<file path="src/rtl/warp_scheduler_pkg.sv">
// Shared types and constants for the warp scheduler slice.
//   scheduler_state_t : top-level scheduler FSM state (idle / running a block)
package warp_scheduler_pkg;

  typedef enum logic [0:0] {
    SCHED_IDLE,
    SCHED_RUN
  } scheduler_state_t;

  // Default number of warps resident on one core.
  localparam int DEFAULT_WARPS_PER_CORE = 4;

endpackage : warp_scheduler_pkg

</file>
<file path="src/rtl/warp_scheduler_rr_arbiter.sv">
// Combinational round-robin arbiter.
// Searches req starting at ptr+1 and wrapping modulo N. The first set bit wins.
// N must be a power of two, so ptr arithmetic wraps naturally.
//   req       in   N     request vector
//   ptr       in   IW    index of the last winner (highest priority goes to ptr+1)
//   gnt_valid out  1     any request present
//   gnt_idx   out  IW    winning index (0 when gnt_valid=0)
module rr_arbiter #(
  parameter  int N  = 4,
  localparam int IW = $clog2(N)
) (
  input  logic [N-1:0]  req,
  input  logic [IW-1:0] ptr,
  output logic          gnt_valid,
  output logic [IW-1:0] gnt_idx
);

  logic [IW-1:0] cand;

  // Walk offsets 1..N. Offset N truncates to 0, so ptr itself is the last candidate.
  always_comb begin
    gnt_valid = 1'b0;
    gnt_idx   = '0;
    cand      = '0;
    for (int k = 1; k <= N; k++) begin
      cand = ptr + IW'(k);
      if (!gnt_valid && req[cand]) begin
        gnt_valid = 1'b1;
        gnt_idx   = cand;
      end
    end
  end

endmodule : rr_arbiter

</file>
<file path="src/rtl/warp_scheduler.sv">
// Per-core warp scheduler.
// It tracks the live warps of the resident block. Each cycle it grants one
// ready warp to the shared execute datapath using round-robin order. It pulses
// done when the last live warp finishes.
//   clk              in   1       core clock
//   reset            in   1       asynchronous active-low reset
//   start            in   1       launch pulse (honoured only while idle)
//   num_active_warps in   WIDX+1  warps used by the block, saturated to W
//   warp_ready       in   W       per-warp ready to issue
//   warp_finish      in   W       per-warp Finish retired this cycle
//   issue_en         in   1       datapath accepts an issue this cycle
//   issue_valid      out  1       a warp is granted this cycle
//   current_warp     out  WIDX    granted warp (0 when no grant)
//   warp_active      out  W       registered live-warp mask
//   done             out  1       pulse in the cycle the block completes
module warp_scheduler
  import warp_scheduler_pkg::*;
#(
  parameter  int WARPS_PER_CORE = DEFAULT_WARPS_PER_CORE,
  localparam int WIDX           = $clog2(WARPS_PER_CORE)
) (
  input  logic                      clk,
  input  logic                      reset,
  input  logic                      start,
  input  logic [WIDX:0]             num_active_warps,
  input  logic [WARPS_PER_CORE-1:0] warp_ready,
  input  logic [WARPS_PER_CORE-1:0] warp_finish,
  input  logic                      issue_en,
  output logic                      issue_valid,
  output logic [WIDX-1:0]           current_warp,
  output logic [WARPS_PER_CORE-1:0] warp_active,
  output logic                      done
);

  localparam int W = WARPS_PER_CORE;
  localparam logic [WIDX-1:0] PTR_LAST = WIDX'(W - 1);

  scheduler_state_t state_reg, state_next;
  logic [W-1:0]     warp_active_reg, warp_active_next;
  logic [WIDX-1:0]  rr_ptr_reg, rr_ptr_next;

  logic [W-1:0]     launch_mask;
  logic [W-1:0]     remaining;
  logic [W-1:0]     eligible;
  logic             gnt_valid;
  logic [WIDX-1:0]  gnt_idx;

  // Thermometer mask of the first n warps. Requests above W set every bit,
  // so the saturation to W needs no extra logic.
  genvar gi;
  generate
    for (gi = 0; gi < W; gi++) begin : g_launch
      assign launch_mask[gi] = (num_active_warps > (WIDX + 1)'(gi));
    end
  endgenerate

  // A warp retiring Finish this cycle is neither live next cycle nor grantable now.
  assign remaining = warp_active_reg & ~warp_finish;
  assign eligible  = (state_reg == SCHED_RUN) ? (remaining & warp_ready) : '0;

  rr_arbiter #(.N(W)) u_arb (
    .req       (eligible),
    .ptr       (rr_ptr_reg),
    .gnt_valid (gnt_valid),
    .gnt_idx   (gnt_idx)
  );

  assign issue_valid  = gnt_valid;
  assign current_warp = gnt_idx;
  assign warp_active  = warp_active_reg;

  always_comb begin
    state_next       = state_reg;
    warp_active_next = warp_active_reg;
    rr_ptr_next      = rr_ptr_reg;
    done             = 1'b0;
    case (state_reg)
      SCHED_IDLE: begin
        if (start) begin
          if (launch_mask == '0) begin
            // An empty block completes in the launch cycle itself.
            done = 1'b1;
          end else begin
            state_next       = SCHED_RUN;
            warp_active_next = launch_mask;
            rr_ptr_next      = PTR_LAST;
          end
        end
      end
      SCHED_RUN: begin
        warp_active_next = remaining;
        // The pointer moves only on an accepted issue, so a stalled grant stays put.
        if (gnt_valid && issue_en) begin
          rr_ptr_next = gnt_idx;
        end
        // Early done: raised while the last finish is still in flight.
        if (remaining == '0) begin
          done       = 1'b1;
          state_next = SCHED_IDLE;
        end
      end
      default: begin
        state_next = SCHED_IDLE;
      end
    endcase
  end

  always_ff @(posedge clk or negedge reset) begin
    if (!reset) begin
      state_reg       <= SCHED_IDLE;
      warp_active_reg <= '0;
      rr_ptr_reg      <= PTR_LAST;
    end else begin
      state_reg       <= state_next;
      warp_active_reg <= warp_active_next;
      rr_ptr_reg      <= rr_ptr_next;
    end
  end

endmodule : warp_scheduler
</file>
<file path="config.mk">
export PLATFORM = sky130hd
export DESIGN_NAME = warp_scheduler
export DESIGN_NICKNAME = d
export VERILOG_FILES = /design/src/rtl/warp_scheduler_pkg.sv /design/src/rtl/warp_scheduler_rr_arbiter.sv /design/src/rtl/warp_scheduler.sv
export SDC_FILE = /design/constraint.sdc
export NUM_CORES = 1
export LEC_CHECK = 0
export BUFFER_PORTS_ARGS = -buffer_cell sky130_fd_sc_hd__buf_2
export CAP_MARGIN = 20
export CORE_MARGIN = 1.5
export CORE_UTILIZATION = 40
export CTS_CLUSTER_DIAMETER = 50
export DETAILED_ROUTE_END_ITERATION = 8
export PLACE_DENSITY = 0.73
export SETUP_SLACK_MARGIN = 0.5
export SYNTH_ARGS = -nofsm -noshare
export SYNTH_HDL_FRONTEND = slang
export SYNTH_SLANG_ARGS = --single-unit
export TNS_END_PERCENT = 20
</file>
<file path="constraint.sdc">
create_clock -name clk -period 1.9 [get_ports clk]
set_input_delay 0.095 -clock clk [delete_from_list [all_inputs] [get_ports clk]]
set_output_delay 0.095 -clock clk [all_outputs]
set_load 0.02 [all_outputs]
</file>
==> flow_summary.ini <==
[status]
outcome = finished clean

[drt]
first_iter_violations = 20
dr.pass1.iters = 4
drtAntennaViolNets = 0
viasPerCell = 5.65
drc = 0
wire_per_inst_um = 13.4
drt_wl_total_um = 1360
num_vias = 571

[sta]
rsz0062_at_grt = yes
slew_violations = 0
worst_slack_ns = 0.308
max_slew_margin_pct = 79.4
setup_viol = 0
period_share_pct = 83.8
period_minus_slack_ns = 1.59
fin_skew_ns = 0.00260
worstMarginPinSlew_ns = 0.307
fmax_mhz = 628
hold_viol_final = 0
tns_ns = 0

[floorplanning]
num_io_pins = 23
start_util_pct = 45.2
die_area_um2 = 1530
die_w_um = 39.2
rows = 12
core_area_um2 = 1160
die_y_um = 39.2

[global_routing]
overflow = 0
antenna_found_initial = 0
grt_pass1_vias = 553
grt_first_pass_wirelength_um = 2260
grt_max_degree = 12
grt_usage_pct = 23.3

[pwr]
switching_share_pct = 42.8
power_density_nw_per_um2 = 1330
intPower_mw = 0.578
power_frac_clock_pct = 13.5
seqPwrFrac_pct = 31.6
peakVddDrop_v = 0.000632
power_leakage_nw = 0.347
power_frac_comb_pct = 54.8
power_switching_mw = 0.432

[worst_setup_path]
path_cells = and4b_2 -> a21o_1 -> a31oi_4 -> buf_6
rr_worst_depth = 5
critical_path_class = reg2out
rr_endpoint = rr_ptr_reg[0]
cp-endpoint = current_warp[1]
critPathRequiredTime_ns = 1.80
cp-startpoint = state_reg
cp-end-kind = output pin
start_kind = register
arrival_ns = 1.50
max_stage_delay_ns = 0.42
crit_fanout = 6
crit_slowest_cell = dfrtp_1
r2r_start = state_reg
r2r_slack_ns = 0.38

[place]
pre_cts_ws_ns = 0.423
gp_congestion = 0.742
dpl.hpwl_um = 1100
io_buffer_count = 22

[yosys]
yosysWarnings = 0
ys_types = 26
ys_seq_area_share_pct = 34.0
synth_area_per_cell_um2 = 9.18
synth_most_common_cell = o21ai_0
synth-seq-cells = 7
async_reset_ff_share_pct = 100
syn-cell-area_um2 = 523
syn_inst = 57
ys.flop_type = dfrtp_1
synth.net_count = 72
synth_area_leaders = dfrtp_1 24%, dfstp_2 10%, and4b_1 7.7%
yosys-top-cells-count = 6 x o21ai_0, 5 x dfrtp_1
netlist.area_leader.share_pct = 23.9
synth.largest_area_cell = dfrtp_1
synth-edff-count = 0

[layout]
seq_area_um2 = 181
drive_gt1_share_pct = 52.9
largest_register_ffs = 4
syn2layout_area_growth_pct = 45.5
fillerInstances = 107
diodes = 0
multiInputGateArea_um2 = 362
nets = 103

[clocking]
cts_max_level = 1
cts_tree = done
clk_pin_slew_ns = 0.05
clk_path_buf_depth = 2
numCtsBuffers = 3
insertion_delay_ns = 0.25
cts_sinks = 7
cts-root-buf = clkbuf_4

[flow_run]
drv_cap = 0

[min_path]
hold_path.class = in2reg
holdPathStages = 4
## critical path: cells and delay by family, from the launching register on
family / cells / cell delay, ns
buf+inv: 1 / 0.14
simple gates: 1 / 0.29
flops: 1 / 0.42
compound gates: 2 / 0.38
## placed cells by master, fill, tap and decap left out, types with 3 or more instances in the layout
cell type	count
buf_2	20
buf_4	7
o21ai_0	6
and4b_2	4
nor2_1	4
nand2_1	4
nor2b_1	4
nand2b_1	3
clkbuf_4	3
dfrtp_2	3
## worst min path at each step
| stage | from | end | slack (ns) |
|---|---|---|---|
| after global placement | reset | warp_active[0] | -0.06 |
| after floorplan | reset | state_reg | -0.20 |
| after CTS | warp_finish[1] | warp_active[1] | 0.14 |
| final | warp_finish[1] | warp_active[1] | 0.14 |
| after detailed placement | reset | warp_active[0] | -0.06 |
| after global routing | warp_finish[1] | warp_active[1] | 0.14 |
## cell families (layout without fill, tap and decap cells)
| logic type | Yosys count | after routing | synth area share [%] |
|---|---|---|---|
| AND/OR/NAND/NOR | 26 | 26 | 30.6 |
| multiplexers | 2 | 2 | 3.83 |
| AO/OA/AOI/OAI | 19 | 19 | 28.0 |
| flip-flops | 7 | 7 | 34.0 |
| buffers and inverters | 3 | 33 | 3.59 |
## layout make-up
cell class              instances  area share [%]
flip-flops and latches          7            23.8
clock buffers                   4            3.45
well taps                      14            2.30
multi-input cells              47            47.5
repair buffers                 29            22.9
## what timing repair did
item / 4_1_cts / 5_1_grt
hold endpoints to repair: 7 / 0
hold buffers: 1 / 0
resized for setup: 6 / 0
setup endpoints to repair: 6 / 6
pin swaps: 3 / 1
setup buffers: 5 / 0
## metrics by stage
stage	power [mW]	instance area [µm²]	cells	util, %	hold slack (ns)
4_1_cts	1.02	761	101	65.8	0.138
3_5_place_dp	0.806	672	91	58.1	-0.0623
6_report	1.01	761	101	65.8	0.141
2_1_floorplan	0.654	557	57	-	-0.201
5_1_grt	1.09	761	101	65.8	0.137
3_3_place_gp	0.789	672	91	58.1	-0.0626
## per-layer routing
layer,vias to the layer above,global-route usage (%),routed length (µm)
li1,282,-,-
met1,268,23.7,568
met2,17,41.7,692
met3,4,6.94,70
met4,0,12.9,27
met5,-,0,0
## power groups by stage
stage          clock [mW]  combinational (mW)  sequential (mW)
2_1_floorplan           0               0.312            0.343
3_3_place_gp            0               0.467            0.322
3_5_place_dp            0               0.475            0.331
4_1_cts             0.141               0.560            0.319
5_1_grt             0.155               0.599            0.335
6_report            0.137               0.554            0.320
No activity file was read; power rests on OpenSTA's default activity.
